### src/rtl/spi_reg_ctrl.sv
// spi_reg_ctrl: turns SPI slave byte stream into register-file
// writes and read-back bytes with optional address auto-increment.
module spi_reg_ctrl #(
  parameter int ADDR_W = 4,
  parameter int DATA_W = 8
) (
  input  logic              clk,
  input  logic              rst_n,
  input  logic              frm_start,
  input  logic              frm_end,
  input  logic              rx_valid,
  input  logic [DATA_W-1:0] rx_data,
  output logic              tx_load,
  output logic [DATA_W-1:0] tx_data,
  output logic              reg_we,
  output logic [ADDR_W-1:0] reg_addr,
  output logic [DATA_W-1:0] reg_wdata,
  input  logic [DATA_W-1:0] reg_rdata,
  output logic              busy,
  output logic [7:0]        err_cnt
);

  typedef enum logic [2:0] {
    IDLE,
    CMD,
    WRITE,
    READ,
    DRAIN
  } state_t;

  state_t state;
  state_t nstate;

  logic inc;
  logic rd_pend;
  logic err_hit;
  logic cmd_load;
  logic wr_sched;
  logic rd_sched;
  logic adv;
  logic cmd_rsv;

  assign cmd_rsv = |rx_data[5:4];
  assign busy    = (state != IDLE);

  // State register
  always_ff @(posedge clk or negedge rst_n) begin
    if (!rst_n) state <= IDLE;
    else        state <= nstate;
  end

  // Next state and single-cycle action strobes
  always_comb begin
    nstate   = state;
    err_hit  = 1'b0;
    cmd_load = 1'b0;
    wr_sched = 1'b0;
    rd_sched = 1'b0;
    adv      = 1'b0;
    if (frm_start) begin
      nstate = CMD;
    end else begin
      unique case (state)
        IDLE: err_hit = rx_valid;
        CMD: begin
          if (rx_valid) begin
            if (cmd_rsv) begin
              err_hit = 1'b1;
              nstate  = DRAIN;
            end else begin
              cmd_load = 1'b1;
              rd_sched = rx_data[7];
              nstate   = rx_data[7] ? READ : WRITE;
            end
          end else begin
            err_hit = frm_end;
          end
        end
        WRITE: wr_sched = rx_valid;
        READ: begin
          rd_sched = rx_valid;
          adv      = rx_valid & inc;
        end
        DRAIN: begin
        end
        default: nstate = IDLE;
      endcase
      if (frm_end) nstate = IDLE;
    end
  end

  // Write strobe one cycle after the data byte
  always_ff @(posedge clk or negedge rst_n) begin
    if (!rst_n) begin
      reg_we    <= 1'b0;
      reg_wdata <= '0;
    end else begin
      reg_we <= wr_sched;
      if (wr_sched) reg_wdata <= rx_data;
    end
  end

  // Read data settles one cycle after the address, then loads MISO
  always_ff @(posedge clk or negedge rst_n) begin
    if (!rst_n) begin
      rd_pend <= 1'b0;
      tx_load <= 1'b0;
      tx_data <= '0;
    end else begin
      rd_pend <= rd_sched;
      tx_load <= rd_pend;
      if (rd_pend) tx_data <= reg_rdata;
    end
  end

  // Address pointer: load on command, step after write or per read
  always_ff @(posedge clk or negedge rst_n) begin
    if (!rst_n) begin
      reg_addr <= '0;
    end else if (cmd_load) begin
      reg_addr <= rx_data[ADDR_W-1:0];
    end else if (adv || (reg_we && inc)) begin
      reg_addr <= reg_addr + ADDR_W'(1);
    end
  end

  // Auto-increment flag, cleared at every frame start
  always_ff @(posedge clk or negedge rst_n) begin
    if (!rst_n)        inc <= 1'b0;
    else if (frm_start) inc <= 1'b0;
    else if (cmd_load)  inc <= rx_data[6];
  end

  // Saturating protocol error counter
  always_ff @(posedge clk or negedge rst_n) begin
    if (!rst_n) begin
      err_cnt <= 8'd0;
    end else if (err_hit && (err_cnt != 8'hFF)) begin
      err_cnt <= err_cnt + 8'd1;
    end
  end

endmodule

### config.mk
export PLATFORM = sky130hd
export DESIGN_NAME = spi_reg_ctrl
export DESIGN_NICKNAME = d
export VERILOG_FILES = /design/src/rtl/spi_reg_ctrl.sv
export SDC_FILE = /design/constraint.sdc
export NUM_CORES = 1
export LEC_CHECK = 0
export ABC_CLOCK_PERIOD_IN_PS = 1600
export BUFFER_PORTS_ARGS = -buffer_cell sky130_fd_sc_hd__buf_2
export CORE_MARGIN = 2
export CORE_UTILIZATION = 40
export DETAILED_ROUTE_END_ITERATION = 12
export GPL_ROUTABILITY_DRIVEN = 0
export PLACE_DENSITY_LB_ADDON = 0.08
export SLEW_MARGIN = 20
export SYNTH_ARGS = -nofsm -noshare
export SYNTH_HDL_FRONTEND = slang
export SYNTH_SLANG_ARGS = --single-unit
### constraint.sdc
create_clock -name clk -period 1.6 [get_ports clk]
set_input_delay 0.08 -clock clk [delete_from_list [all_inputs] [get_ports clk]]
set_output_delay 0.08 -clock clk [all_outputs]
set_load 0.005 [all_outputs]
==> impl_metrics.env, run 1 <==
export IMPL_status="finished clean"
export IMPL_path_max_fanout=5
export IMPL_start_util_pct=42.7
export IMPL_regArea_um2=877
export IMPL_synth_warnings=0
export IMPL_dpl_cell_count=232
export IMPL_synth_top_family_by_area="simple AND/OR/NAND/NOR gates"
export IMPL_drc=0
export IMPL_maxSlewHeadroom_pct=71.0
export IMPL_avgSynthCellArea_um2=12.3
export IMPL_clock_latency_ns=0.29
export IMPL_multiInputGateArea_um2=726
export IMPL_wl_per_cell_um=13.6
export IMPL_final_hold_viol_count=0
export IMPL_syn2layout_area_growth_pct=31.9
export IMPL_syn_cell_area_um2=1600
export IMPL_syn_nets=153
export IMPL_rr_worst_depth=4
export IMPL_grt_ovfl_total=0
export IMPL_drv_cap=0
export IMPL_synth_compound_area_share_pct=6.03
export IMPL_setup_violations=0
export IMPL_yosys_area_share_simple_pct=17.1
export IMPL_max_freq_ghz=0.625
export IMPL_syn_inst=130
export IMPL_combPwrFrac_pct=23.9
export IMPL_port_buffers=51
export IMPL_powerDensity_nw_per_um2=1120
export IMPL_synth_seq_cells=35
export IMPL_synthMuxAreaShare_pct=14.1
export IMPL_die_w_um=67.2
export IMPL_end_kind="flip-flop"
export IMPL_synth_seq_area_share_pct=54.8
export IMPL_slew_violations=0
export IMPL_cts_htree_levels=2
export IMPL_fp_dieH_um=67.2
export IMPL_grtUsageTotal_pct=16.3
export IMPL_clk_pin_slew_ns=0.07
export IMPL_dp_final_hpwl_mm=2.38
export IMPL_synth_xor_area_share_pct=4.39
export IMPL_vias=1276
export IMPL_final_layout_size_suffix_gt1_share_pct=49.7
export IMPL_p_sw_share_pct=28.8
export IMPL_tightest_slew_ns=0.436
export IMPL_rsz0062_at_grt="true"
export IMPL_crit_required_ns=1.78
export IMPL_pin_count=52
export IMPL_core_area_um2=3740
export IMPL_cp_arrival_ns=1.78
export IMPL_dieArea_um2=4520
export IMPL_wirelength_mm=3.34
export IMPL_layout_cells_non_filler=245
export IMPL_hold_slack_ns=0.0240
export IMPL_grt_antenna_before_repair=0
export IMPL_cts_tree="built"
export IMPL_utilization_pct=56.3
export IMPL_worstSetupPathType="flip-flop to flip-flop"
export IMPL_grt_pass1_vias=1200
export IMPL_grt_max_degree=36
export IMPL_antennaDiodeCount=0
export IMPL_p_switching_w=0.000682
export IMPL_rows=22
export IMPL_clock_sinks=35
export IMPL_min_period_ns=1.60
export IMPL_clock_path_buffers=2
export IMPL_fillers=348
export IMPL_power_frac_seq_pct=50.5
export IMPL_drtIter0Drc=71
export IMPL_startpoint_type="flip-flop"
export IMPL_vdd_drop_max_v=0.000701
export IMPL_timing_final_crit_share_pct=100
export IMPL_ant_nets=0
export IMPL_numCtsBuffers=5
export IMPL_p_int_w=0.00168
export IMPL_viasPerCell=5.21
export IMPL_holdPathStages=2
export IMPL_hold_class="input port to flip-flop"
export IMPL_ys_types=35
export IMPL_finClkSkew_ns=0.00489
export IMPL_nets=219
export IMPL_cts_root_buffer="clkbuf_8"
export IMPL_p_total_w=0.00237
export IMPL_leakage_nw=1.05
export IMPL_grt_first_pass_wirelength_mm=5.38
export IMPL_synth_fa_ha_area_share_pct=1.57
export IMPL_firstDrtPassIters=4
export IMPL_clkPwrFrac_pct=25.6
cell families (layout without fill, tap and decap cells):
group                      Yosys count  after routing
adders and majority gates            2              2
and+or+nand+nor                     45             45
DFF                                 35             35
xor gates and xnor gates             8              8
AOI/OAI and AO/OA                   14             14
muxes                               20             20
buffers and inverters                6             73
layer usage:
| metal | wire, µm | track usage (%) | part of all wire (%) |
|---|---|---|---|
| met1 | 1460 | 21.1 | 44 |
| met2 | 1540 | 24.8 | 46 |
| met3 | 256 | 3.83 | 7.7 |
| met4 | 79 | 9.69 | 2.4 |
| met5 | 0 | 0 | 0 |
layout make-up:
type,instances,area share (%)
sequential,35,41.6
clock buffer,7,3.62
timing repair buffer,62,16.7
clock inverter,1,0.238
tap,48,2.85
inverter,3,0.534
multi-input combinational,89,34.4
path summary, 6_finish.rpt:
kind                                   end    startpoint  slack, ns
worst max register to register  err_cnt[1]      state[2]     0.0007
min in group asynchronous       tx_data[2]         rst_n       0.35
worst min-delay path            tx_data[3]  reg_rdata[3]       0.02
worst min register to register  err_cnt[6]    err_cnt[6]       0.49
worst max-delay path            err_cnt[1]      state[2]     0.0007
max in group asynchronous         state[2]         rst_n       0.92
repair_timing:
item                                   4_1_cts  5_1_grt
cloned                                       0        1
setup endpoints to repair                    5       17
hold buffers                                 1        0
pin swaps                                    1        4
endpoints found under the hold margin       35        0
resized for setup                            1       12
setup buffers                                2        1
sequential cells by signal, summed over array words and instances, names as in the netlist:
signal	flops
err_cnt	8
inc	1
rd_pend	1
reg_addr	4
reg_wdata	8
reg_we	1
state	3
tx_data	8
tx_load	1
per-stage QoR:
step / TNS (ns) / worst slack [ns] / area, µm²
after floorplan: -0.0357 / -0.0357 / 1600
after global placement: -0.00402 / -0.00402 / 1940
after detailed placement: -0.0314 / -0.0314 / 1940
after CTS: 0 / 0.000109 / 2050
after global routing: -0.147 / -0.0449 / 2110
final: 0 / 0.000720 / 2110
power by group through the flow:
stage               combinational [W]  clock (W)  sequential (W)
floorplan                    0.000265          0         0.00121
global placement             0.000528          0         0.00120
detailed placement           0.000543          0         0.00121
CTS                          0.000551   0.000631         0.00119
global route                 0.000636   0.000675         0.00123
finish                       0.000566   0.000605         0.00120
Yosys cell counts:
master | number | area (µm²)
or3_1 | 4 | 25.0
a211oi_4 | 1 | 20.0
o22ai_1 | 1 | 6.26
ha_1 | 2 | 25.0
nand2_2 | 1 | 6.26
nand3_1 | 8 | 40.0
or3_4 | 1 | 11.3
and4_1 | 2 | 17.5
and2b_2 | 1 | 8.76
a31oi_1 | 1 | 6.26
buf_6 | 1 | 11.3
mux2i_1 | 3 | 30.0
nor3b_2 | 1 | 12.5
a22o_1 | 1 | 8.76
nand4_1 | 4 | 25.0
nor3_1 | 3 | 15.0
nor2_1 | 6 | 22.5
xnor2_1 | 8 | 70.1
nand2b_1 | 2 | 12.5
nor4_1 | 2 | 12.5
a21oi_1 | 7 | 35.0
clkbuf_1 | 1 | 3.75
and4bb_2 | 1 | 12.5
a21boi_0 | 2 | 15.0
dfrtp_1 | 35 | 876
nand3b_1 | 1 | 7.51
or4_1 | 1 | 7.51
and2_2 | 1 | 7.51
and3_1 | 3 | 18.8
inv_1 | 3 | 11.3
o21ai_0 | 1 | 5.00
mux2_4 | 1 | 15.0
buf_2 | 1 | 5.00
mux2_2 | 16 | 180
nand2_1 | 3 | 11.3
cell usage in the layout (no fill, tap or decap), drive strengths merged, types with 2 or more instances in the layout:
cell	instances
or3	5
and4	2
a21oi	7
mux2	17
nand2b	2
and3	3
nand4	4
mux2i	3
clkbuf	7
dfrtp	35
nor3	3
a21boi	2
nand3	8
ha	2
xnor2	8
nor4	2
inv	3
nand2	4
nor2	6
buf	61
worst max-delay path, cell delays in order (launching register included):
cell      delay [ns]
dfrtp_2         0.43
or3_4           0.38
a211oi_4        0.27
nand2_2         0.11
mux2_4          0.30
Power figures use the tool's default switching activity.
==> run 2: changes to the inputs <==
--- a/config.mk
+++ b/config.mk
@@ -11,7 +11,7 @@
 export CORE_UTILIZATION = 40
 export DETAILED_ROUTE_END_ITERATION = 12
 export GPL_ROUTABILITY_DRIVEN = 0
-export PLACE_DENSITY_LB_ADDON = 0.08
+export PLACE_DENSITY = 0.69
 export SLEW_MARGIN = 20
 export SYNTH_ARGS = -nofsm -noshare
 export SYNTH_HDL_FRONTEND = slang
==> impl_metrics.env, run 2 (synthesized netlist as in run 1, its figures left out) <==
export IMPL_status="finished clean"
export IMPL_final_common_cell="buf_2"
export IMPL_timing_final_ws_setup_ns=0.0325
export IMPL_max_freq_ghz=0.638
export IMPL_mostFrequentLayoutCells="buf_2, dfrtp_1, mux2_2"
export IMPL_ant_nets=0
export IMPL_viasPerCell=5.13
export IMPL_dp_final_hpwl_mm=2.51
export IMPL_grt_antenna_before_repair=0
export IMPL_grt_max_degree=36
export IMPL_clk_pin_slew_ns=0.06
export IMPL_cts_root_buffer="clkbuf_8"
export IMPL_timing_final_crit_share_pct=98.0
export IMPL_drv_cap=0
export IMPL_drtIter0Drc=47
export IMPL_port_buffers=51
export IMPL_drc=0
export IMPL_clock_path_buffers=2
export IMPL_grt_first_pass_wirelength_mm=5.21
export IMPL_hold_class="input port to flip-flop"
export IMPL_end_kind="flip-flop"
export IMPL_fillers=351
export IMPL_die_w_um=67.2
export IMPL_clock_latency_ns=0.27
export IMPL_clock_sinks=35
export IMPL_setup_tns_ns=0
export IMPL_cts_htree_levels=2
export IMPL_finalInstanceArea_um2=2100
export IMPL_dpl_worst_slack_ns=0.00645
export IMPL_setup_violations=0
export IMPL_rows=22
export IMPL_core_area_um2=3740
export IMPL_wirelength_mm=3.34
export IMPL_vias=1256
export IMPL_holdPathStages=2
export IMPL_maxSlewHeadroom_pct=51.8
export IMPL_largestRegisters="err_cnt: 8 flops, reg_wdata: 8 flops, tx_data: 8 flops"
export IMPL_syn2layout_area_growth_pct=31.7
export IMPL_vdd_drop_max_v=0.000572
export IMPL_start_util_pct=42.7
export IMPL_final_layout_size_suffix_gt1_share_pct=48.2
export IMPL_startpoint_type="flip-flop"
export IMPL_placed_area_um2=1950
export IMPL_powerDensity_nw_per_um2=1120
export IMPL_finClkSkew_ns=0.00325
export IMPL_grt_pass1_vias=1148
export IMPL_crit_required_ns=1.76
export IMPL_leakage_nw=1.05
export IMPL_cts_tree="built"
export IMPL_firstDrtPassIters=4
export IMPL_nets=219
export IMPL_rr_worst_depth=4
export IMPL_worstSetupPathType="flip-flop to flip-flop"
export IMPL_final_hold_viol_count=0
export IMPL_pin_count=52
export IMPL_grt_ovfl_total=0
export IMPL_min_period_ns=1.57
export IMPL_grtUsageTotal_pct=15.9
export IMPL_rsz0062_at_grt="true"
export IMPL_cp_arrival_ns=1.72
export IMPL_slew_violations=0
export IMPL_numCtsBuffers=5
export IMPL_dieArea_um2=4520
export IMPL_path_max_fanout=6
export IMPL_wl_per_cell_um=13.6
export IMPL_layout_cells_non_filler=245
export IMPL_tightest_slew_ns=0.723
export IMPL_dpl_cell_count=234
export IMPL_antennaDiodeCount=0
export IMPL_utilization_pct=56.2
export IMPL_fp_dieH_um=67.2
==> run 2: cell type report <==
| cell class | instances | area (µm²) | share of cell area [%] |
|---|---|---|---|
| flip-flops and latches | 35 | 876 | 41.6 |
| multi-input cells | 89 | 724 | 34.4 |
| repair buffers | 62 | 352 | 16.7 |
| clock buffers | 7 | 76.3 | 3.63 |
| well taps | 48 | 60.1 | 2.85 |
| inverters | 3 | 11.3 | 0.535 |
| clock inverters | 1 | 5.00 | 0.238 |
==> run 2: final timing paths <==
check / from / end / slack [ns]
worst min register to register: err_cnt[6] / err_cnt[6] / 0.50
worst max register to register: state[2] / reg_wdata[3] / 0.03
min in group asynchronous: rst_n / tx_data[2] / 0.41
worst min-delay path: reg_rdata[5] / tx_data[5] / 0.04
worst max-delay path: state[2] / reg_wdata[3] / 0.03
max in group asynchronous: rst_n / err_cnt[7] / 0.73
==> run 2: worst max-delay path, cell delays in order (launching register included) <==
cell and delay (ns):
dfrtp_1 0.43, nand2b_4 0.16, or4_4 0.43, buf_4 0.16
mux2_2 0.27
==> run 2: what timing repair did <==
item	CTS	global route
resized for setup	0	9
setup endpoints to repair	0	17
hold buffers	1	0
endpoints found under the hold margin	35	0
setup buffers	0	2
==> run 2: stage by stage <==
step | total power, W | hold WS (ns)
2_1_floorplan | 0.00147 | -0.216
3_3_place_gp | 0.00172 | 0.180
3_5_place_dp | 0.00176 | 0.189
4_1_cts | 0.00235 | 0.0305
5_1_grt | 0.00252 | 0.0205
6_report | 0.00235 | 0.0414
==> run 2: where the power goes <==
part | leakage (nW) | internal, W | switching, W
logic | 0.556 | 0.000334 | 0.000237
clock network | 0.0422 | 0.000305 | 0.000267
registers | 0.450 | 0.00105 | 0.000156
==> run 2: routing by layer <==
layer	wire length (µm)	GRT usage (%)
met4	37	7.91
met3	212	4.67
met5	0	0
met2	1710	26.2
met1	1380	18.8
==> run 3: changes to the inputs <==
--- a/config.mk
+++ b/config.mk
@@ -8,10 +8,10 @@
 export ABC_CLOCK_PERIOD_IN_PS = 1600
 export BUFFER_PORTS_ARGS = -buffer_cell sky130_fd_sc_hd__buf_2
 export CORE_MARGIN = 2
-export CORE_UTILIZATION = 40
+export CORE_UTILIZATION = 45
 export DETAILED_ROUTE_END_ITERATION = 12
 export GPL_ROUTABILITY_DRIVEN = 0
-export PLACE_DENSITY = 0.69
+export PLACE_DENSITY = 0.76
 export SLEW_MARGIN = 20
 export SYNTH_ARGS = -nofsm -noshare
 export SYNTH_HDL_FRONTEND = slang
==> impl_metrics.env, run 3 (synthesized netlist as in run 1, its figures left out) <==
export IMPL_timing_final_ws_setup_ns=-0.0515
export IMPL_die_w_um=63.6
export IMPL_p_int_w=0.00157
export IMPL_cp_arrival_ns=1.87
export IMPL_maxSlewHeadroom_pct=49.8
export IMPL_syn2layout_area_growth_pct=39.3
export IMPL_drtIter0Drc=46
export IMPL_drc=0
export IMPL_drv_cap=0
export IMPL_mostFrequentLayoutCells="buf_2, dfrtp_1, dlygate4sd3_1"
export IMPL_crit_required_ns=1.82
export IMPL_max_freq_ghz=0.606
export IMPL_r2r_end="err_cnt[4]"
export IMPL_dpl_worst_slack_ns=-0.0288
export IMPL_viasPerCell=5.29
export IMPL_grt_max_degree=36
export IMPL_final_layout_size_suffix_gt1_share_pct=46.4
export IMPL_tightest_slew_ns=0.753
export IMPL_port_buffers=51
export IMPL_rr_worst_depth=5
export IMPL_grt_antenna_before_repair=0
export IMPL_cts_tree="built"
export IMPL_largestRegisters="err_cnt: 8 flops, reg_wdata: 8 flops, tx_data: 8 flops"
export IMPL_leakage_nw=1.09
export IMPL_combPwrFrac_pct=26.9
export IMPL_fp_dieH_um=63.6
export IMPL_vdd_drop_max_v=0.000565
export IMPL_clkPwrFrac_pct=19.5
export IMPL_nets=233
export IMPL_startpoint_type="input port"
export IMPL_dp_final_hpwl_mm=2.60
export IMPL_clk_pin_slew_ns=0.10
export IMPL_status="finished, violations left"
export IMPL_grt_first_pass_wirelength_mm=6.38
export IMPL_reg2reg_setup_slack_ns=-0.03
export IMPL_power_frac_seq_pct=53.6
export IMPL_fillers=276
export IMPL_final_common_cell="buf_2"
export IMPL_setup_tns_ns=-0.282
export IMPL_rows=21
export IMPL_worstSetupPathType="input port to flip-flop"
export IMPL_path_max_fanout=7
export IMPL_p_switching_w=0.000694
export IMPL_min_to="reg_wdata[4]"
export IMPL_vias=1359
export IMPL_final_hold_viol_count=0
export IMPL_start_util_pct=47.5
export IMPL_min_period_ns=1.65
export IMPL_numCtsBuffers=5
export IMPL_p_sw_share_pct=30.7
export IMPL_ant_nets=0
export IMPL_grt_ovfl_total=0
export IMPL_end_kind="flip-flop"
export IMPL_wirelength_mm=3.88
export IMPL_powerDensity_nw_per_um2=1020
export IMPL_violations="setup timing"
export IMPL_hold_class="input port to flip-flop"
export IMPL_holdPathStages=2
export IMPL_dieArea_um2=4040
export IMPL_wl_per_cell_um=15.1
export IMPL_slew_violations=0
export IMPL_antennaDiodeCount=0
export IMPL_firstDrtPassIters=4
export IMPL_crit_reg2reg_launch="state[2]"
export IMPL_timing_final_crit_share_pct=103
export IMPL_finClkSkew_ns=0.00551
export IMPL_clock_latency_ns=0.32
export IMPL_rsz0062_at_grt="true"
export IMPL_cts_htree_levels=2
export IMPL_cts_root_buffer="clkbuf_4"
export IMPL_setup_violations=8
export IMPL_core_area_um2=3360
export IMPL_grt_pass1_vias=1389
export IMPL_pin_count=52
export IMPL_grtUsageTotal_pct=20.4
export IMPL_clock_path_buffers=2
export IMPL_min_from="rx_data[4]"
export IMPL_clock_sinks=35
## run 3: area by class of cell
type                    count  area (µm²)  share of cell area, %
flip-flops and latches     35         878                   39.5
inverters                   3        11.3                  0.506
clock buffers               6        41.3                   1.85
well taps                  46        57.6                   2.59
multi-input cells          89         729                   32.8
clock inverters             2        12.5                  0.562
repair buffers             76         495                   22.3
## run 3: timing repair
action	4_1_cts	5_1_grt
endpoints found under the setup margin	8	21
pin swaps	0	6
hold endpoints to repair	50	2
buffers inserted	1	0
gates resized for setup	3	10
hold buffers	15	2
## run 3: stage by stage
stage	total power, W	cells	hold WS [ns]	utilization [%]	cell area [µm²]
6_report	0.00226	257	0.105	66.2	2230
5_1_grt	0.00241	257	0.0865	66.2	2230
4_1_cts	0.00226	256	0.00512	64.5	2170
3_5_place_dp	0.00178	232	0.194	58.0	1950
3_3_place_gp	0.00173	232	0.181	58.0	1950
2_1_floorplan	0.00147	130	-0.216	-	1600
## run 3: metal layers
metal / share of wire [%] / GRT usage (%) / up-vias
li1: - / - / 636
met1: 42 / 24.5 / 653
met2: 51 / 35.8 / 64
met3: 5.7 / 5.00 / 6
met4: 1.6 / 6.79 / 0
met5: 0 / 0 / -
## run 3: worst max-delay path by stage
stage	slack, ns	start	end
final	-0.05	frm_start	err_cnt[4]
after detailed placement	-0.03	state[2]	reg_wdata[7]
after floorplan	-0.04	state[1]	err_cnt[1]
after global placement	0.05	state[2]	reg_wdata[1]
after global routing	-0.11	state[2]	err_cnt[4]
after CTS	0.006	frm_start	err_cnt[4]
## run 3: power by group through the flow
stage               clock network, W  registers, W  logic [W]
floorplan                          0       0.00121   0.000265
global placement                   0       0.00120   0.000531
detailed placement                 0       0.00122   0.000558
CTS                         0.000468       0.00120   0.000587
global route                0.000511       0.00124   0.000664
finish                      0.000442       0.00121   0.000609
## run 3: worst max-delay path, stage by stage
cell and delay, ns:
dlygate4sd3_1 0.65, or3_4 0.45, a211oi_4 0.28, buf_6 0.16
nand3_2 0.10, xnor2_2 0.15
